### src/rtl/cv32e40p_tmr_scrub_ctrl_pkg.sv
// ==== cv32e40p_pkg : shared TMR scrub types and constants ==== rev 1.0 ====
`default_nettype none

package cv32e40p_pkg;

  typedef enum logic [1:0] {
    IDLE   = 2'd0,
    SCRUB  = 2'd1,
    SETTLE = 2'd2,
    FAULT  = 2'd3
  } scrub_state_e;

  localparam int TMR_REPLICAS = 3;

endpackage

`default_nettype wire

### src/rtl/cv32e40p_tmr_scrub_ctrl_mismatch.sv
// ==== cv32e40p_tmr_mismatch : per-replica disagreement decode ==== rev 1.0 ====
`default_nettype none

module cv32e40p_tmr_mismatch
  import cv32e40p_pkg::*;
#(
  parameter int unsigned DATA_WIDTH = 32
) (
  input  logic [DATA_WIDTH-1:0]   data_0,
  input  logic [DATA_WIDTH-1:0]   data_1,
  input  logic [DATA_WIDTH-1:0]   data_2,
  input  logic [DATA_WIDTH-1:0]   voted,
  output logic [TMR_REPLICAS-1:0] mis,
  output logic                    uncorr
);

  assign mis[0] = (data_0 != voted);
  assign mis[1] = (data_1 != voted);
  assign mis[2] = (data_2 != voted);

  // No two replicas agree, so no majority exists to scrub with.
  assign uncorr = (data_0 != data_1) && (data_1 != data_2) && (data_0 != data_2);

endmodule

`default_nettype wire

### src/rtl/cv32e40p_tmr_scrub_ctrl.sv
// ==== cv32e40p_tmr_scrub_ctrl : scrub/re-check/escalate controller ==== rev 1.0 ====
`default_nettype none

module cv32e40p_tmr_scrub_ctrl
  import cv32e40p_pkg::*;
#(
  parameter int unsigned DATA_WIDTH    = 32,
  parameter int unsigned SETTLE_CYCLES = 1,
  parameter int unsigned MAX_RETRY     = 2,
  parameter int unsigned CNT_WIDTH     = 8
) (
  input  logic                  clk,
  input  logic                  rst,
  input  logic [DATA_WIDTH-1:0] data_0_i,
  input  logic [DATA_WIDTH-1:0] data_1_i,
  input  logic [DATA_WIDTH-1:0] data_2_i,
  input  logic [DATA_WIDTH-1:0] voted_i,
  input  logic                  tmr_err_i,
  input  logic                  clear_i,
  output logic                  scrub_we_o,
  output logic [DATA_WIDTH-1:0] scrub_data_o,
  output logic                  busy_o,
  output logic                  fault_o,
  output logic [2:0]            err_mask_o,
  output logic [CNT_WIDTH-1:0]  err_cnt_o
);

  localparam logic [3:0] SETTLE_INIT = 4'(SETTLE_CYCLES);
  localparam logic [2:0] RETRY_LIMIT = 3'(MAX_RETRY);

  scrub_state_e          state_q, state_d;
  logic [2:0]            retry_q, retry_d;
  logic [3:0]            settle_q, settle_d;
  logic [DATA_WIDTH-1:0] data_q, data_d;
  logic [2:0]            mask_q, mask_d;
  logic [CNT_WIDTH-1:0]  cnt_q, cnt_d;
  logic                  fault_q, fault_d;
  logic                  busy_q, busy_d;
  logic [TMR_REPLICAS-1:0] mis;
  logic                  uncorr;

  cv32e40p_tmr_mismatch #(.DATA_WIDTH(DATA_WIDTH)) u_mismatch (
    .data_0 (data_0_i),
    .data_1 (data_1_i),
    .data_2 (data_2_i),
    .voted  (voted_i),
    .mis    (mis),
    .uncorr (uncorr)
  );

  always_comb begin
    state_d  = state_q;
    retry_d  = retry_q;
    settle_d = settle_q;
    data_d   = data_q;
    mask_d   = mask_q;
    cnt_d    = cnt_q;
    fault_d  = fault_q;
    case (state_q)
      IDLE: begin
        if (clear_i) begin
          cnt_d  = '0;
          mask_d = '0;
        end else if (tmr_err_i && uncorr) begin
          state_d = FAULT;
          fault_d = 1'b1;
        end else if (tmr_err_i) begin
          data_d  = voted_i;
          mask_d  = mask_q | mis;
          cnt_d   = (cnt_q == '1) ? cnt_q : cnt_q + CNT_WIDTH'(1);
          retry_d = '0;
          state_d = SCRUB;
        end
      end
      SCRUB: begin
        settle_d = SETTLE_INIT;
        state_d  = SETTLE;
      end
      SETTLE: begin
        // Only the final settle cycle samples the voter; earlier drops are ignored.
        if (settle_q > 4'd1) begin
          settle_d = settle_q - 4'd1;
        end else begin
          settle_d = '0;
          if (!tmr_err_i) begin
            state_d = IDLE;
          end else if (uncorr || ((retry_q + 3'd1) == RETRY_LIMIT)) begin
            state_d = FAULT;
            fault_d = 1'b1;
          end else begin
            retry_d = retry_q + 3'd1;
            mask_d  = mask_q | mis;
            state_d = SCRUB;
          end
        end
      end
      FAULT: begin
        if (clear_i) begin
          state_d = IDLE;
          mask_d  = '0;
          cnt_d   = '0;
          fault_d = 1'b0;
        end
      end
      default: state_d = IDLE;
    endcase
    busy_d = (state_d == SCRUB) || (state_d == SETTLE);
  end

  always_ff @(posedge clk or posedge rst) begin
    if (rst) begin
      state_q  <= IDLE;
      retry_q  <= '0;
      settle_q <= '0;
      data_q   <= '0;
      mask_q   <= '0;
      cnt_q    <= '0;
      fault_q  <= 1'b0;
      busy_q   <= 1'b0;
    end else begin
      state_q  <= state_d;
      retry_q  <= retry_d;
      settle_q <= settle_d;
      data_q   <= data_d;
      mask_q   <= mask_d;
      cnt_q    <= cnt_d;
      fault_q  <= fault_d;
      busy_q   <= busy_d;
    end
  end

  assign scrub_we_o   = (state_q == SCRUB);
  assign scrub_data_o = data_q;
  assign busy_o       = busy_q;
  assign fault_o      = fault_q;
  assign err_mask_o   = mask_q;
  assign err_cnt_o    = cnt_q;

endmodule

`default_nettype wire

### config.mk
export PLATFORM = sky130hd
export DESIGN_NAME = cv32e40p_tmr_scrub_ctrl
export DESIGN_NICKNAME = d
export VERILOG_FILES = /design/src/rtl/cv32e40p_tmr_scrub_ctrl_pkg.sv /design/src/rtl/cv32e40p_tmr_scrub_ctrl_mismatch.sv /design/src/rtl/cv32e40p_tmr_scrub_ctrl.sv
export SDC_FILE = /design/constraint.sdc
export NUM_CORES = 1
export LEC_CHECK = 0
export ABC_AREA = 1
export BUFFER_PORTS_ARGS = -buffer_cell sky130_fd_sc_hd__buf_4
export CAP_MARGIN = 20
export CORE_MARGIN = 5
export CORE_UTILIZATION = 45
export CTS_CLUSTER_DIAMETER = 80
export DETAILED_ROUTE_END_ITERATION = 8
export PLACE_DENSITY_LB_ADDON = 0.15
export SYNTH_ARGS = -nofsm -noshare
export SYNTH_HDL_FRONTEND = slang
export SYNTH_SLANG_ARGS = --single-unit
### constraint.sdc
create_clock -name clk -period 3.65 [get_ports clk]
set_clock_uncertainty 0.2 [all_clocks]
set_input_delay 1.095 -clock clk [delete_from_list [all_inputs] [get_ports clk]]
set_output_delay 1.095 -clock clk [all_outputs]
set_load 0.01 [all_outputs]
### Word level (Yosys, flattened, before mapping)

Cells that the tools add are included.

| word-level totals | value |
|---|---|
| bits in registers | 54 |
| bits of input ports | 132 |
| output and inout port bits | 46 |
| logic and storage cells | 93 |

| cells by class | value |
|---|---|
| add/sub/neg operators | 3 |
| magnitude comparators | 1 |
| eq/ne operators | 25 |
| multiplexer cells | 38 |
| bitwise logic cells | 3 |
| reduce and logical (&&, ||, !) cells | 15 |

Operators by type and width:

| cell | count |
|---|---|
| $ne A32 B32 Y1 | 6 |
| $mux W8 | 5 |
| $mux W3 | 13 |
| $reduce_and A7 Y1 | 3 |
| $ne A2 B2 Y1 const B | 9 |
| $pmux W8 S2 | 1 |
| $mux W2 | 7 |
| $ne A3 B3 Y1 const B | 3 |
| $pmux W3 S3 | 1 |
| $add A8 B1 Y8 const B | 1 |
| $eq A8 B8 Y1 const B | 1 |
| $pmux W2 S4 | 1 |
| $pmux W4 S2 | 1 |
| $eq A2 B2 Y1 const B | 3 |
| $mux W1 | 6 |
| $pmux W3 S2 | 1 |
| $reduce_bool A2 Y1 | 3 |
| $reduce_and A5 Y1 | 1 |
| $eq A2 B1 Y1 const B | 2 |
| $gt A4 B1 Y1 const B | 1 |
| $mux W4 | 1 |
| $reduce_and A4 Y1 | 1 |
| $sub A4 B1 Y4 const B | 1 |
| $add A3 B1 Y3 const B | 1 |
| 8 further kinds | 12 |

### Logic depth before layout (Yosys ltp)

Gate-level depths: netlist (run 1).

| depth | value |
|---|---|
| depth in word-level cells | 10 |
| gate-level depth with buffers | 16 |

### Hierarchy

A second synthesis (run 1) with hierarchy kept.

| unflattened totals | value |
|---|---|
| cell total of the unflattened synthesis | 770 |
| area total of the unflattened synthesis | 5466.5 um2 |

Modules (own cells, without submodules):

| module | instances | cells each | area an instance (um2) |
|---|---|---|---|
| cv32e40p_tmr_scrub_ctrl | 1 | 274 | 2810.2 |
| cv32e40p_tmr_mismatch | 1 | 496 | 2656.3 |

### Worst setup path before layout (run 1)

OpenSTA, ideal clock, no wires.

| timing path | value |
|---|---|
| kind | in2reg |
| start point | in data_0_i[29] |
| end point | reg data_q[23], in the netlist scrub_data_o[23] |
| library setup time | 125 ps |
| arrival time | 2287 ps |
| data required time | 3325 ps |
| path slack | 1038 ps |
| cell stages on the path | 12 |
| path buffers | 1 |
| path through | inv_1 nand2_1 nand2_1 nand2_1 nor2_1 nand2_1 nor2_1 nand2_1 nand3_2 nand3_4 buf_6 mux2_4 |

| between the ends | value |
|---|---|
| word-level cells in the longest chain between the ends | 6 |
| elaborated cells between the ends (all ways) | 7 |
| those cells by class | eq/ne (2); bitwise (1); reduce/logical (4) |

RTL lines:

| item | RTL line | source |
|---|---|---|
| from (decl) | cv32e40p_tmr_scrub_ctrl.sv:14 | `input logic [DATA_WIDTH-1:0] data_0_i,` |
| $ne A32 B32 Y1 | cv32e40p_tmr_scrub_ctrl_mismatch.sv:22 | `assign uncorr = (data_0 != data_1) && (data_1 != data_2) && (data_0 != data_2);` |
| $logic_and A1 B1 Y1 | cv32e40p_tmr_scrub_ctrl_mismatch.sv:22 |  |
| $logic_and A1 B1 Y1 (*) | cv32e40p_tmr_scrub_ctrl_mismatch.sv:22 |  |
| $logic_and A1 B1 Y1 (*) | cv32e40p_tmr_scrub_ctrl.sv:64 | `end else if (tmr_err_i && uncorr) begin` |
| $not A1 Y1 (no source line) (*) | - |  |
| $reduce_and A4 Y1 (no source line) (*) | - |  |
| to (signal assigned) | cv32e40p_tmr_scrub_ctrl.sv:124 | `data_q <= data_d;` |
| to (decl) | cv32e40p_tmr_scrub_ctrl.sv:34 | `logic [DATA_WIDTH-1:0] data_q, data_d;` |

Every way passes the cells marked *; elsewhere a longest branch is shown, timed or not.
A chain may end at the register's enable or synchronous reset.

### Final worst setup path (run 1)

| timing path | value |
|---|---|
| start point | in data_1_i[27] |
| end point | reg data_q[3], in the netlist scrub_data_o[3] |

| between the ends | value |
|---|---|
| word-level cells in the longest chain between the ends | 6 |
| elaborated cells between the ends (all ways) | 7 |
| those cells by class | eq/ne (2); bitwise (1); reduce/logical (4) |

RTL lines:

| item | RTL line | source |
|---|---|---|
| from (decl) | cv32e40p_tmr_scrub_ctrl.sv:15 | `input logic [DATA_WIDTH-1:0] data_1_i,` |
| $ne A32 B32 Y1 | cv32e40p_tmr_scrub_ctrl_mismatch.sv:22 |  |
| $logic_and A1 B1 Y1 (*) (2 in a row) | cv32e40p_tmr_scrub_ctrl_mismatch.sv:22 |  |
| $logic_and A1 B1 Y1 (*) | cv32e40p_tmr_scrub_ctrl.sv:64 |  |
| $not A1 Y1 (no source line) (*) | - |  |
| $reduce_and A4 Y1 (no source line) (*) | - |  |

Marks and branches as above.

==> metrics.txt, run 1 <==
# TYPE chip_impl_metric gauge
chip_impl_info{name="run_status",value="completed"} 1
chip_impl_metric{name="post_synthesis_instance_area",unit="mm2"} 0.00527
chip_impl_metric{name="ys_ff_latch",unit=""} 54
chip_impl_info{name="clock_tree_from_tritoncts",value="yes"} 1
chip_impl_metric{name="synth.top_cell.area_share",unit=""} 0.256
chip_impl_info{name="synth_top_cells_by_count",value="298 x sky130_fd_sc_hd__nand2_1, 102 x sky130_fd_sc_hd__inv_1, 94 x sky130_fd_sc_hd__xnor2_1"} 1
chip_impl_metric{name="layout.cell_area.non_filler",unit="mm2"} 0.00694
chip_impl_metric{name="synth_adder_area_share",unit=""} 0.0237
chip_impl_metric{name="dp_worst_setup_slack",unit="ns"} 0.458
chip_impl_metric{name="worst-r2r-cell-count",unit=""} 7
chip_impl_metric{name="number_of_core_rows",unit=""} 39
chip_impl_metric{name="hold_buf_cts",unit=""} 0
chip_impl_metric{name="power_density",unit="mW/mm2"} 363
chip_impl_metric{name="syn_inst",unit=""} 806
chip_impl_info{name="startpoint_class_of_the_critical_path",value="input pin"} 1
chip_impl_metric{name="timing.max_cap.violations",unit=""} 0
chip_impl_metric{name="drc_viols",unit=""} 0
chip_impl_metric{name="yosysWarnings",unit=""} 0
chip_impl_metric{name="core-area",unit="mm2"} 0.0115
chip_impl_metric{name="detailed_router_s_first_iteration_violation_count",unit=""} 301
chip_impl_metric{name="number_of_cells_on_the_worst_hold_path",unit=""} 2
chip_impl_metric{name="setup_slack",unit="ns"} 0.795
chip_impl_metric{name="arrival",unit="ns"} 2.84
chip_impl_metric{name="cts_htree_levels",unit=""} 2
chip_impl_metric{name="post-route-period-util",unit=""} 0.782
chip_impl_metric{name="fin_setup_tns",unit="ns"} 0
chip_impl_metric{name="grt_max_degree",unit=""} 39
chip_impl_metric{name="muxShareOfSynthArea",unit=""} 0.0256
chip_impl_metric{name="drive_gt1_frac",unit=""} 0.216
chip_impl_metric{name="cts_made_buffers",unit=""} 5
chip_impl_info{name="largest_cells_by_area_after_synthesis",value="sky130_fd_sc_hd__dfrtp_1 26%, sky130_fd_sc_hd__nand2_1 21%, sky130_fd_sc_hd__xnor2_1 16%"} 1
chip_impl_info{name="timing.hold.worst.class",value="reg2reg"} 1
chip_impl_metric{name="die_width",unit="um"} 118
chip_impl_metric{name="global_route_wire_length_before_repair",unit="mm"} 25.1
chip_impl_metric{name="worst_pin_slew",unit="ns"} 0.666
chip_impl_metric{name="reg2reg_setup_slack",unit="ns"} 1.21
chip_impl_metric{name="post-cts-setup-buffers",unit=""} 0
chip_impl_info{name="synth.most_common_cell",value="sky130_fd_sc_hd__nand2_1"} 1
chip_impl_metric{name="max-clock-path-buffers",unit=""} 2
chip_impl_info{name="critical_path.endpoint_type",value="flop"} 1
chip_impl_metric{name="critical_path_required",unit="ns"} 3.64
chip_impl_metric{name="totalWireLength",unit="mm"} 15.5
chip_impl_metric{name="grt-ovfl-total",unit=""} 0
chip_impl_metric{name="period_needed",unit="ns"} 2.86
chip_impl_metric{name="design.die.area",unit="mm2"} 0.0140
chip_impl_metric{name="fmaxAchievable",unit="MHz"} 350
chip_impl_info{name="synth_top_family_by_area",value="simple AND/OR/NAND/NOR gates"} 1
chip_impl_metric{name="first_pass_iters",unit=""} 5
chip_impl_metric{name="finalHoldViolCount",unit=""} 0
chip_impl_metric{name="number_of_antenna_violations_at_the_first_check_in_global_routing",unit=""} 0
chip_impl_info{name="root_buffer",value="sky130_fd_sc_hd__clkbuf_16"} 1
chip_impl_metric{name="drt-vias-per-instance",unit=""} 4.84
chip_impl_metric{name="synth-simple-area-share",unit=""} 0.329
chip_impl_metric{name="port_buffers",unit=""} 177
chip_impl_info{name="post-synth-top-area-cell",value="sky130_fd_sc_hd__dfrtp_1"} 1
chip_impl_metric{name="critical_path_peak_fanout",unit=""} 38
chip_impl_metric{name="ir_worst_vdd",unit="mV"} 0.380
chip_impl_metric{name="dpl.hpwl",unit="mm"} 13.1
chip_impl_metric{name="finalPower",unit="mW"} 2.52
chip_impl_info{name="critical_path.reg2reg.endpoint",value="scrub_data_o[3]$_DFFE_PP0P_"} 1
chip_impl_info{name="hold_path.startpoint",value="scrub_data_o[6]$_DFFE_PP0P_"} 1
chip_impl_info{name="whs_endpoint",value="scrub_data_o[6]$_DFFE_PP0P_"} 1
chip_impl_metric{name="place_area",unit="mm2"} 0.00677
chip_impl_metric{name="async_reset_ff_frac",unit=""} 1.00
chip_impl_metric{name="ioPinCount",unit=""} 178
chip_impl_info{name="setup_repair_after_global_routing_missed_its_margin",value="false"} 1
chip_impl_metric{name="area_growth_syn_to_layout",unit="%"} 31.8
chip_impl_metric{name="first_global_vias",unit=""} 5280
chip_impl_metric{name="clkLatencyLatePin",unit="ns"} 0.30
chip_impl_metric{name="avgRoutedWirePerCell",unit="um"} 13.7
chip_impl_metric{name="slew_viol_final",unit=""} 0
chip_impl_metric{name="fin_util",unit=""} 0.606
chip_impl_metric{name="cts.reportedPaths.clkPinSlew",unit="ns"} 0.08
chip_impl_metric{name="synthesis.area_per_instance",unit="um2"} 6.54
chip_impl_metric{name="floorplan.initialDensity",unit=""} 0.459
chip_impl_info{name="worst-setup-path-type",value="in2reg"} 1
chip_impl_metric{name="die_h",unit="um"} 118
chip_impl_metric{name="synth_cell_type_count",unit=""} 34
chip_impl_metric{name="finalWeightedCongestion",unit=""} 0.911
chip_impl_metric{name="gr-usage-all-layers",unit=""} 0.216
chip_impl_metric{name="n_antenna_cell",unit=""} 0
chip_impl_metric{name="cts.sink_count",unit=""} 54
chip_impl_metric{name="n_fill_cell",unit=""} 1086
chip_impl_metric{name="cellLeakagePower",unit="nW"} 3.60
chip_impl_metric{name="cts-resized-gates",unit=""} 0
chip_impl_metric{name="max_slew_margin",unit=""} 0.555
chip_impl_metric{name="report.final.setup_viol",unit=""} 0
chip_impl_metric{name="drtAntennaViolNets",unit=""} 0
chip_impl_info{name="ys_dominant_reg_cell",value="sky130_fd_sc_hd__dfrtp_1"} 1
chip_impl_metric{name="dr_total_vias",unit=""} 5469
chip_impl_metric{name="ys_seq_area_frac",unit=""} 0.256
chip_impl_metric{name="synth-compound-area-share",unit=""} 0.0810
chip_impl_metric{name="post_synth_edffs",unit=""} 0
chip_impl_metric{name="synth_fp_nets",unit=""} 948
chip_impl_metric{name="net_count_final",unit=""} 1128
chip_impl_metric{name="post_synth_xor_area_fraction",unit=""} 0.203
chip_impl_info{name="r2r_start",value="state_q[1]$_DFF_PP0_"} 1
[report_power, final]
| part | internal [mW] | switching (mW) | total, mW |
|---|---|---|---|
| Clock | 0.330 | 0.249 | 0.578 |
| Sequential | 0.684 | 0.0719 | 0.756 |
| Combinational | 0.506 | 0.684 | 1.19 |
[layout by cell type, fill, tap and decap left out, types with 2 or more instances in the layout]
| cell type | count |
|---|---|
| sky130_fd_sc_hd__inv_1 | 101 |
| sky130_fd_sc_hd__inv_2 | 2 |
| sky130_fd_sc_hd__xnor2_1 | 94 |
| sky130_fd_sc_hd__o32ai_1 | 2 |
| sky130_fd_sc_hd__o21ai_0 | 36 |
| sky130_fd_sc_hd__nand3_1 | 27 |
| sky130_fd_sc_hd__clkbuf_16 | 5 |
| sky130_fd_sc_hd__or2_2 | 7 |
| sky130_fd_sc_hd__dfrtp_1 | 54 |
| sky130_fd_sc_hd__nand2_1 | 298 |
| sky130_fd_sc_hd__nor2_1 | 58 |
| sky130_fd_sc_hd__xor2_1 | 28 |
| sky130_fd_sc_hd__a21oi_1 | 28 |
| sky130_fd_sc_hd__nor4_1 | 2 |
| sky130_fd_sc_hd__ha_1 | 10 |
| sky130_fd_sc_hd__nand2_2 | 2 |
| sky130_fd_sc_hd__nor3_1 | 9 |
| sky130_fd_sc_hd__buf_4 | 179 |
| sky130_fd_sc_hd__mux2_2 | 4 |
| sky130_fd_sc_hd__nand3b_1 | 2 |
| sky130_fd_sc_hd__nand4_1 | 17 |
| sky130_fd_sc_hd__mux2_4 | 6 |
| sky130_fd_sc_hd__o211ai_1 | 2 |
[metrics by stage]
stage                     hold slack (ns)  std cells
after CTS                           0.298       1130
final                               0.290       1130
after global routing                0.310       1130
after floorplan                     0.273        806
after global placement              0.272       1122
after detailed placement            0.278       1122
[logic make-up (layout without fill, tap and decap cells)]
logic type / after synthesis / after routing
AOI/OAI and AO/OA: 76 / 76
xor gates and xnor gates: 122 / 122
muxes: 10 / 10
DFF: 54 / 54
buffers and inverters: 110 / 291
and+or+nand+nor: 424 / 424
adders and majority gates: 10 / 10
[state kept, by name (all words and copies together), names as in the netlist]
name / flops
busy_o: 1
err_cnt_o: 8
err_mask_o: 3
fault_o: 1
retry_q: 3
scrub_data_o: 32
settle_q: 4
state_q: 2
[worst max path at each step]
| stage | start | to | slack, ns | depth (start not counted) |
|---|---|---|---|---|
| finish | data_1_i[27] | scrub_data_o[3]$_DFFE_PP0P_ | 0.79 | 11 |
| global route | data_1_i[27] | retry_q[2]$_DFFE_PP0P_ | 0.55 | 12 |
| CTS | data_1_i[27] | scrub_data_o[3]$_DFFE_PP0P_ | 0.77 | 11 |
| detailed placement | data_1_i[27] | scrub_data_o[26]$_DFFE_PP0P_ | 0.46 | 11 |
| global placement | data_1_i[27] | scrub_data_o[3]$_DFFE_PP0P_ | 0.48 | 11 |
| floorplan | rst | busy_o$_DFF_PP0_ | 1.04 | 1 |
[metal layers]
layer,vias to the layer above,wire [um],part of all wire,global-route usage
li1,2869,-,-,-
met4,0,268,0.017,0.0523
met2,168,7100,0.46,0.357
met1,2416,7050,0.45,0.286
met5,-,0,0,0
met3,16,1120,0.072,0.0521
[critical path: stages]
cell and delay (ns):
sky130_fd_sc_hd__buf_4 0.13, sky130_fd_sc_hd__xnor2_1 0.25, sky130_fd_sc_hd__nand2_1 0.09, sky130_fd_sc_hd__nor2_1 0.08
sky130_fd_sc_hd__nand2_1 0.05, sky130_fd_sc_hd__nor2_1 0.12, sky130_fd_sc_hd__nand2_1 0.08, sky130_fd_sc_hd__nand3_2 0.15
sky130_fd_sc_hd__nand3_4 0.21, sky130_fd_sc_hd__buf_12 0.25, sky130_fd_sc_hd__mux2_4 0.31
[final cells by class]
| cell class | instances | area (um2) | share of cell area |
|---|---|---|---|
| Multi-Input combinational cell | 642 | 3490 | 0.503 |
| Timing Repair Buffer | 180 | 1360 | 0.196 |
| Sequential cell | 54 | 1350 | 0.195 |
| Inverter | 103 | 387 | 0.0557 |
| Tap cell | 143 | 179 | 0.0258 |
| Clock buffer | 5 | 125 | 0.0180 |
| Clock inverter | 3 | 48.8 | 0.00703 |
Note: power is estimated with default switching activity, not from simulation.
==> run 2: changes to the inputs <==
--- a/config.mk
+++ b/config.mk
@@ -5,7 +5,7 @@
 export SDC_FILE = /design/constraint.sdc
 export NUM_CORES = 1
 export LEC_CHECK = 0
-export ABC_AREA = 1
+export ABC_AREA = 0
 export BUFFER_PORTS_ARGS = -buffer_cell sky130_fd_sc_hd__buf_4
 export CAP_MARGIN = 20
 export CORE_MARGIN = 5
==> constraint.sdc (replaced) <==
create_clock -name clk -period 2.5 [get_ports clk]
set_clock_uncertainty 0.2 [all_clocks]
set_input_delay 0.75 -clock clk [delete_from_list [all_inputs] [get_ports clk]]
set_output_delay 0.75 -clock clk [all_outputs]
set_load 0.01 [all_outputs]
==> run 2 against run 1 <==
Against the previous run: the flow now finishes with violations (setup timing); worst setup slack got worse by 0.98 ns; die area is 6.8% lower; global-route usage rose by 6.3 points; highest routed layer unchanged.
==> metrics.txt, run 2 <==
# TYPE chip_impl_metric gauge
chip_impl_info{name="run_status",value="complete, but fails checks"} 1
chip_impl_info{name="violations",value="setup timing"} 1
chip_impl_info{name="ys_dominant_reg_cell",value="sky130_fd_sc_hd__dfrtp_1"} 1
chip_impl_metric{name="ioPinCount",unit=""} 178
chip_impl_metric{name="worst_path_largest_cell_delay",unit="ns"} 0.45
chip_impl_metric{name="number_of_core_rows",unit=""} 38
chip_impl_metric{name="finalHoldViolCount",unit=""} 0
chip_impl_metric{name="grt-ovfl-total",unit=""} 0
chip_impl_metric{name="place_area",unit="mm2"} 0.00712
chip_impl_info{name="root_buffer",value="sky130_fd_sc_hd__clkbuf_8"} 1
chip_impl_metric{name="post_synthesis_instance_area",unit="mm2"} 0.00488
chip_impl_info{name="sequence_of_cells_on_the_critical_path",value="buf_4 > xnor2_2 > nand4_1 > nor4_2 > a22oi_2 > a211o_4 > clkbuf_16 > mux2_4"} 1
chip_impl_metric{name="max-clock-path-buffers",unit=""} 2
chip_impl_metric{name="number_of_antenna_violations_at_the_first_check_in_global_routing",unit=""} 0
chip_impl_metric{name="drt-vias-per-instance",unit=""} 5.32
chip_impl_info{name="critical_path.endpoint_type",value="flop"} 1
chip_impl_metric{name="max_slew_margin",unit=""} 0.570
chip_impl_metric{name="ir_worst_vdd",unit="mV"} 0.438
chip_impl_metric{name="finalPower",unit="mW"} 3.29
chip_impl_metric{name="critical_path_peak_fanout",unit=""} 7
chip_impl_metric{name="syn_inst",unit=""} 488
chip_impl_metric{name="fin_setup_tns",unit="ns"} -5.47
chip_impl_metric{name="post-route-period-util",unit=""} 1.07
chip_impl_metric{name="non_filler_cells_in_the_finished_layout",unit=""} 908
chip_impl_metric{name="yosysWarnings",unit=""} 0
chip_impl_metric{name="setup_slack",unit="ns"} -0.187
chip_impl_metric{name="global_route_wire_length_before_repair",unit="mm"} 27.9
chip_impl_metric{name="clkLatencyLatePin",unit="ns"} 0.32
chip_impl_metric{name="cts.sink_count",unit=""} 54
chip_impl_metric{name="drc_viols",unit=""} 0
chip_impl_metric{name="avgRoutedWirePerCell",unit="um"} 20.3
chip_impl_metric{name="sw_frac_of_total",unit=""} 0.394
chip_impl_metric{name="ys_ff_latch",unit=""} 54
chip_impl_metric{name="floorplan.initialDensity",unit=""} 0.454
chip_impl_metric{name="worst_pin_slew",unit="ns"} 0.640
chip_impl_metric{name="synth.top_cell.area_share",unit=""} 0.277
chip_impl_metric{name="area_growth_syn_to_layout",unit="%"} 58.3
chip_impl_metric{name="detailed_router_s_first_iteration_violation_count",unit=""} 323
chip_impl_metric{name="n_antenna_cell",unit=""} 0
chip_impl_metric{name="combPwrFrac",unit=""} 0.528
chip_impl_metric{name="hold_buf_cts",unit=""} 0
chip_impl_metric{name="final.hold.worst_slack",unit="ns"} 0.276
chip_impl_metric{name="net_count_final",unit=""} 909
chip_impl_metric{name="drive_gt1_frac",unit=""} 0.497
chip_impl_metric{name="async_reset_ff_frac",unit=""} 1.00
chip_impl_metric{name="drtAntennaViolNets",unit=""} 0
chip_impl_metric{name="power.switching",unit="mW"} 1.30
chip_impl_info{name="timing.hold.worst.class",value="in2async"} 1
chip_impl_info{name="critical_path.top_delay_family",value="compound AO/OA/AOI/OAI gates"} 1
chip_impl_metric{name="core-area",unit="mm2"} 0.0107
chip_impl_metric{name="report.final.setup_viol",unit=""} 43
chip_impl_metric{name="timing.max_cap.violations",unit=""} 0
chip_impl_metric{name="cell_internal_power_dissipation",unit="mW"} 2.00
chip_impl_metric{name="arrival",unit="ns"} 2.71
chip_impl_metric{name="cts.reportedPaths.clkPinSlew",unit="ns"} 0.11
chip_impl_metric{name="finalWeightedCongestion",unit=""} 0.968
chip_impl_info{name="largest_cells_by_area_after_synthesis",value="sky130_fd_sc_hd__dfrtp_1 28%, sky130_fd_sc_hd__xor2_1 18%, sky130_fd_sc_hd__xnor2_1 17%"} 1
chip_impl_metric{name="die_width",unit="um"} 114
chip_impl_metric{name="die_h",unit="um"} 114
chip_impl_metric{name="synth_fp_nets",unit=""} 630
chip_impl_metric{name="cts_htree_levels",unit=""} 2
chip_impl_metric{name="synth_cell_type_count",unit=""} 48
chip_impl_metric{name="gr-usage-all-layers",unit=""} 0.279
chip_impl_metric{name="critical_path_required",unit="ns"} 2.52
chip_impl_metric{name="fin_util",unit=""} 0.719
chip_impl_metric{name="ys_seq_area_frac",unit=""} 0.277
chip_impl_info{name="layout_commonest_cell",value="sky130_fd_sc_hd__buf_4"} 1
chip_impl_info{name="setup_repair_after_global_routing_missed_its_margin",value="true"} 1
chip_impl_metric{name="slew_viol_final",unit=""} 0
chip_impl_metric{name="design.die.area",unit="mm2"} 0.0130
chip_impl_info{name="startpoint_class_of_the_critical_path",value="input pin"} 1
chip_impl_metric{name="first_global_vias",unit=""} 5151
chip_impl_metric{name="power_density",unit="mW/mm2"} 426
chip_impl_info{name="mostFrequentLayoutCells",value="260 x sky130_fd_sc_hd__buf_4, 98 x sky130_fd_sc_hd__xor2_1, 58 x sky130_fd_sc_hd__xnor2_1, 54 x sky130_fd_sc_hd__dfrtp_1, 36 x sky130_fd_sc_hd__nand4_1"} 1
chip_impl_metric{name="period_needed",unit="ns"} 2.69
chip_impl_metric{name="grt_max_degree",unit=""} 55
chip_impl_info{name="synth.most_common_cell",value="sky130_fd_sc_hd__xor2_1"} 1
chip_impl_metric{name="totalWireLength",unit="mm"} 18.4
chip_impl_metric{name="synthesis.area_per_instance",unit="um2"} 10.0
chip_impl_info{name="clock_tree_from_tritoncts",value="yes"} 1
chip_impl_metric{name="first_pass_iters",unit=""} 5
chip_impl_metric{name="dpl.hpwl",unit="mm"} 14.9
chip_impl_metric{name="dp_cells",unit=""} 894
chip_impl_metric{name="largest_reg_flops",unit=""} 32
chip_impl_metric{name="dr_total_vias",unit=""} 4835
chip_impl_metric{name="dp_worst_setup_slack",unit="ns"} -0.556
chip_impl_metric{name="layout.cell_area.non_filler",unit="mm2"} 0.00773
chip_impl_metric{name="port_buffers",unit=""} 177
chip_impl_metric{name="cts_made_buffers",unit=""} 5
chip_impl_info{name="post-synth-top-area-cell",value="sky130_fd_sc_hd__dfrtp_1"} 1
chip_impl_metric{name="power.sequential.fraction",unit=""} 0.302
chip_impl_metric{name="fmaxAchievable",unit="MHz"} 372
chip_impl_info{name="worst-setup-path-type",value="in2reg"} 1
chip_impl_metric{name="clock_power_share",unit=""} 0.171
chip_impl_metric{name="path_buf_inv",unit=""} 2
chip_impl_info{name="synth_top_cells_by_count",value="98 x sky130_fd_sc_hd__xor2_1, 96 x sky130_fd_sc_hd__xnor2_1, 54 x sky130_fd_sc_hd__dfrtp_1"} 1
chip_impl_metric{name="cellLeakagePower",unit="nW"} 3.84
chip_impl_metric{name="post_synth_edffs",unit=""} 0
chip_impl_info{name="cell_with_the_largest_stage_delay_on_the_worst_path",value="sky130_fd_sc_hd__a211o_4"} 1
run 2: cell types whose count changed in the layout (fill, tap and decap cells not counted), sizes merged, moves of 25 or more:
cell,previous run,this run
nand2,300,21
xor2,28,98
buf,180,281
nand3,29,4
nor2,58,13
inv,104,12
nor4,2,31
run 2: what timing repair did:
action | CTS | global route
cloned | 2 | 1
setup buffers | 1 | 2
setup endpoints to repair | 44 | 48
pin swaps | 7 | 13
resized for setup | 46 | 22
run 2: cell families (layout without fill, tap and decap cells):
group | count (synthesis) | count (layout) | synth area share
xor+xnor | 194 | 194 | 0.348
simple gates | 132 | 132 | 0.158
flops | 54 | 54 | 0.277
compound gates | 40 | 40 | 0.0531
mux | 37 | 37 | 0.108
buf+inv | 21 | 301 | 0.0292
fa+ha+maj | 10 | 10 | 0.0256
run 2: cell type report:
class | count | area, um2
inverters | 11 | 41.3
multi-input cells | 413 | 3780
clock buffers | 6 | 82.6
repair buffers | 282 | 2280
well taps | 140 | 175
flip-flops and latches | 54 | 1350
fillers | 834 | 3020
clock inverters | 2 | 16.3
run 2: final timing paths:
kind / from / endpoint / slack [ns] / cells past startpoint
max: data_2_i[10] / scrub_data_o[7]$_DFFE_PP0P_ / -0.19 / 8
min in group clk: settle_q[3]$_DFFE_PP0P_ / settle_q[3]$_DFFE_PP0P_ / 0.28 / 1
min reg2reg: settle_q[3]$_DFFE_PP0P_ / settle_q[3]$_DFFE_PP0P_ / 0.28 / 1
max in group asynchronous: rst / scrub_data_o[3]$_DFFE_PP0P_ / 1.57 / 3
max reg2reg: state_q[1]$_DFF_PP0_ / err_mask_o[1]$_DFFE_PP0P_ / 0.08 / 9
min: rst / err_cnt_o[7]$_DFFE_PP0P_ / 0.28 / 3
run 2: power groups by stage:
stage,Combinational [mW],Sequential [mW],Clock (mW)
after floorplan,0.845,1.02,0
after global placement,1.59,1.01,0
after detailed placement,1.61,1.01,0
after CTS,1.68,0.995,0.569
after global routing,1.89,1.00,0.598
final,1.74,0.994,0.562
run 2: routing by layer:
layer / GRT usage / vias to the layer above / routed length, um
li1: - / 2271 / -
met1: 0.351 / 2322 / 7440
met2: 0.498 / 206 / 9520
met3: 0.0344 / 36 / 997
met4: 0.0847 / 0 / 474
met5: 0 / - / 0
run 2: worst min-delay path: cells and delay by family:
kind	cells	cell delay, ns
buf+inv	3	0.45
==> run 3: changes to the inputs <==
--- a/config.mk
+++ b/config.mk
@@ -8,11 +8,12 @@
 export ABC_AREA = 0
 export BUFFER_PORTS_ARGS = -buffer_cell sky130_fd_sc_hd__buf_4
 export CAP_MARGIN = 20
-export CORE_MARGIN = 5
+export CORE_MARGIN = 3
 export CORE_UTILIZATION = 45
 export CTS_CLUSTER_DIAMETER = 80
 export DETAILED_ROUTE_END_ITERATION = 8
 export PLACE_DENSITY_LB_ADDON = 0.15
+export SKIP_LAST_GASP = 1
 export SYNTH_ARGS = -nofsm -noshare
 export SYNTH_HDL_FRONTEND = slang
 export SYNTH_SLANG_ARGS = --single-unit
==> run 3 against run 2 <==
Against the previous run: the run still ends with setup timing left; sequential share of layout area rose by 0.15 points; worst hold slack worse by 0.011 ns; cell area shrank 0.86%; register-to-register slack improved by 0.06 ns; power is 1.4% lower; clock power is 2% lower; non-clock buffer count down 5; sequential power hardly changed; count of clock-buffer cells in the layout stayed put; first-iteration DRC count decreased by 9.9%; die area down 6.9%; combinational power about the same.
==> metrics.txt, run 3 (synthesis results as in run 2) <==
# TYPE chip_impl_metric gauge
chip_impl_info{name="run_status",value="complete, but fails checks"} 1
chip_impl_info{name="violations",value="setup timing"} 1
chip_impl_metric{name="power_density",unit="mW/mm2"} 424
chip_impl_metric{name="arrival",unit="ns"} 2.78
chip_impl_metric{name="fmaxAchievable",unit="MHz"} 362
chip_impl_metric{name="cts.reportedPaths.clkPinSlew",unit="ns"} 0.11
chip_impl_metric{name="ir_worst_vdd",unit="mV"} 0.273
chip_impl_metric{name="worst_pin_slew",unit="ns"} 0.632
chip_impl_metric{name="first_pass_iters",unit=""} 5
chip_impl_metric{name="drtAntennaViolNets",unit=""} 0
chip_impl_metric{name="critical_path_peak_fanout",unit=""} 4
chip_impl_metric{name="n_antenna_cell",unit=""} 0
chip_impl_metric{name="number_of_core_rows",unit=""} 37
chip_impl_metric{name="cts_htree_levels",unit=""} 2
chip_impl_metric{name="non_filler_cells_in_the_finished_layout",unit=""} 899
chip_impl_metric{name="die_width",unit="um"} 110
chip_impl_metric{name="number_of_antenna_violations_at_the_first_check_in_global_routing",unit=""} 0
chip_impl_metric{name="grt_max_degree",unit=""} 55
chip_impl_metric{name="layout.cell_area.non_filler",unit="mm2"} 0.00766
chip_impl_metric{name="register_area",unit="mm2"} 0.00135
chip_impl_metric{name="largest_reg_flops",unit=""} 32
chip_impl_metric{name="hold_buf_cts",unit=""} 0
chip_impl_metric{name="report.final.setup_viol",unit=""} 42
chip_impl_metric{name="clkLatencyLatePin",unit="ns"} 0.32
chip_impl_metric{name="slew_viol_final",unit=""} 0
chip_impl_metric{name="dpl.hpwl",unit="mm"} 14.7
chip_impl_info{name="layout_commonest_cell",value="sky130_fd_sc_hd__buf_4"} 1
chip_impl_metric{name="die_h",unit="um"} 110
chip_impl_metric{name="final.hold.worst_slack",unit="ns"} 0.265
chip_impl_metric{name="worst_path_largest_cell_delay",unit="ns"} 0.39
chip_impl_info{name="critical_path.top_delay_family",value="simple AND/OR/NAND/NOR gates"} 1
chip_impl_metric{name="max-clock-path-buffers",unit=""} 2
chip_impl_metric{name="design.die.area",unit="mm2"} 0.0121
chip_impl_metric{name="cellLeakagePower",unit="nW"} 3.78
chip_impl_metric{name="setup_slack",unit="ns"} -0.265
chip_impl_info{name="mostFrequentLayoutCells",value="254 x sky130_fd_sc_hd__buf_4, 98 x sky130_fd_sc_hd__xor2_1, 64 x sky130_fd_sc_hd__xnor2_1, 54 x sky130_fd_sc_hd__dfrtp_1, 36 x sky130_fd_sc_hd__nand4_1"} 1
chip_impl_metric{name="avgRoutedWirePerCell",unit="um"} 20.1
chip_impl_metric{name="max_slew_margin",unit=""} 0.576
chip_impl_metric{name="post-route-period-util",unit=""} 1.11
chip_impl_info{name="critical_path.most_common_cell",value="sky130_fd_sc_hd__buf_4"} 1
chip_impl_metric{name="reg2reg_setup_slack",unit="ns"} 0.14
chip_impl_info{name="r2r_start",value="settle_q[0]$_DFFE_PP0P_"} 1
chip_impl_metric{name="gr-usage-all-layers",unit=""} 0.293
chip_impl_info{name="clock_tree_from_tritoncts",value="yes"} 1
chip_impl_info{name="timing.hold.worst.class",value="in2async"} 1
chip_impl_metric{name="finalWeightedCongestion",unit=""} 1.01
chip_impl_metric{name="period_needed",unit="ns"} 2.76
chip_impl_metric{name="global_route_wire_length_before_repair",unit="mm"} 26.3
chip_impl_metric{name="finalHoldViolCount",unit=""} 0
chip_impl_info{name="critical_path.endpoint_type",value="flop"} 1
chip_impl_metric{name="drive_gt1_frac",unit=""} 0.490
chip_impl_metric{name="cts.sink_count",unit=""} 54
chip_impl_metric{name="area_growth_syn_to_layout",unit="%"} 57.0
chip_impl_metric{name="ioPinCount",unit=""} 178
chip_impl_info{name="cell_with_the_largest_stage_delay_on_the_worst_path",value="sky130_fd_sc_hd__or3_4"} 1
chip_impl_info{name="worst-setup-path-type",value="in2reg"} 1
chip_impl_metric{name="grt-ovfl-total",unit=""} 0
chip_impl_metric{name="fin_setup_tns",unit="ns"} -7.79
chip_impl_metric{name="critical_path_required",unit="ns"} 2.52
chip_impl_metric{name="place_area",unit="mm2"} 0.00705
chip_impl_metric{name="worst-r2r-cell-count",unit=""} 9
chip_impl_metric{name="detailed_router_s_first_iteration_violation_count",unit=""} 291
chip_impl_metric{name="dr_total_vias",unit=""} 4826
chip_impl_metric{name="drc_viols",unit=""} 0
chip_impl_info{name="root_buffer",value="sky130_fd_sc_hd__clkbuf_8"} 1
chip_impl_metric{name="floorplan.initialDensity",unit=""} 0.468
chip_impl_metric{name="cts_made_buffers",unit=""} 5
chip_impl_metric{name="port_buffers",unit=""} 177
chip_impl_metric{name="multi_input_gate_area",unit="mm2"} 0.00376
chip_impl_info{name="startpoint_class_of_the_critical_path",value="input pin"} 1
chip_impl_metric{name="net_count_final",unit=""} 904
chip_impl_info{name="setup_repair_after_global_routing_missed_its_margin",value="true"} 1
chip_impl_metric{name="core-area",unit="mm2"} 0.0104
chip_impl_metric{name="drt-vias-per-instance",unit=""} 5.37
chip_impl_metric{name="dp_cells",unit=""} 882
chip_impl_metric{name="n_fill_cell",unit=""} 769
chip_impl_info{name="critical_path.reg2reg.endpoint",value="busy_o$_DFF_PP0_"} 1
chip_impl_metric{name="first_global_vias",unit=""} 4888
chip_impl_metric{name="totalWireLength",unit="mm"} 18.1
chip_impl_metric{name="finalPower",unit="mW"} 3.25
chip_impl_metric{name="path_buf_inv",unit=""} 2
chip_impl_info{name="sequence_of_cells_on_the_critical_path",value="buf_4 > xnor2_1 > nand4_1 > nor4_2 > a22oi_2 > buf_4 > and2_4 > or3_4 > mux2_4"} 1
chip_impl_metric{name="timing.max_cap.violations",unit=""} 0
-- run 3: cell type report --
class	count	share of cell area
Multi-Input combinational cell	413	0.491
Timing Repair Buffer	277	0.292
Sequential cell	54	0.176
Tap cell	136	0.0222
Clock buffer	6	0.0108
Inverter	11	0.00539
Clock inverter	2	0.00212
-- run 3: tightest hold or removal path: cells and delay by family --
kind	cells	cell delay, ns
buffers and inverters	3	0.45
-- run 3: how the worst max path moves through the flow --
| stage | from | to | slack [ns] | cells past startpoint |
|---|---|---|---|---|
| floorplan | data_2_i[15] | scrub_data_o[0]$_DFFE_PP0P_ | -0.09 | 8 |
| CTS | data_1_i[1] | retry_q[0]$_DFFE_PP0P_ | -0.18 | 10 |
| finish | data_2_i[20] | retry_q[0]$_DFFE_PP0P_ | -0.26 | 9 |
| global route | data_0_i[1] | retry_q[0]$_DFFE_PP0P_ | -0.29 | 10 |
| global placement | data_0_i[5] | scrub_data_o[2]$_DFFE_PP0P_ | -0.66 | 9 |
| detailed placement | data_1_i[1] | scrub_data_o[5]$_DFFE_PP0P_ | -0.71 | 9 |
-- run 3: routing by layer --
layer | global-route usage | wire (um) | vias to the layer above
met5 | 0 | 0 | -
met4 | 0.118 | 720 | 0
met3 | 0.0524 | 1180 | 42
met2 | 0.504 | 8930 | 205
met1 | 0.363 | 7260 | 2308
li1 | - | - | 2271
-- run 3: report_power, final --
group | leakage [nW] | internal (mW) | switching (mW)
registers | 0.731 | 0.945 | 0.0475
clock network | 0.0478 | 0.229 | 0.319
logic | 3.00 | 0.802 | 0.903
-- run 3: metrics by stage --
| stage | setup WS, ns | utilization |
|---|---|---|
| 6_report | -0.265 | 0.735 |
| 5_1_grt | -0.294 | 0.735 |
| 4_1_cts | -0.181 | 0.724 |
| 3_5_place_dp | -0.709 | 0.677 |
| 3_3_place_gp | -0.663 | 0.677 |
| 2_1_floorplan | -0.0924 | - |
-- run 3: what timing repair did --
action | in CTS | in global routing
pin swaps | 17 | 9
setup endpoints to repair | 49 | 49
gates resized for setup | 55 | 14
cloned | 1 | 2
setup buffers | 8 | 1
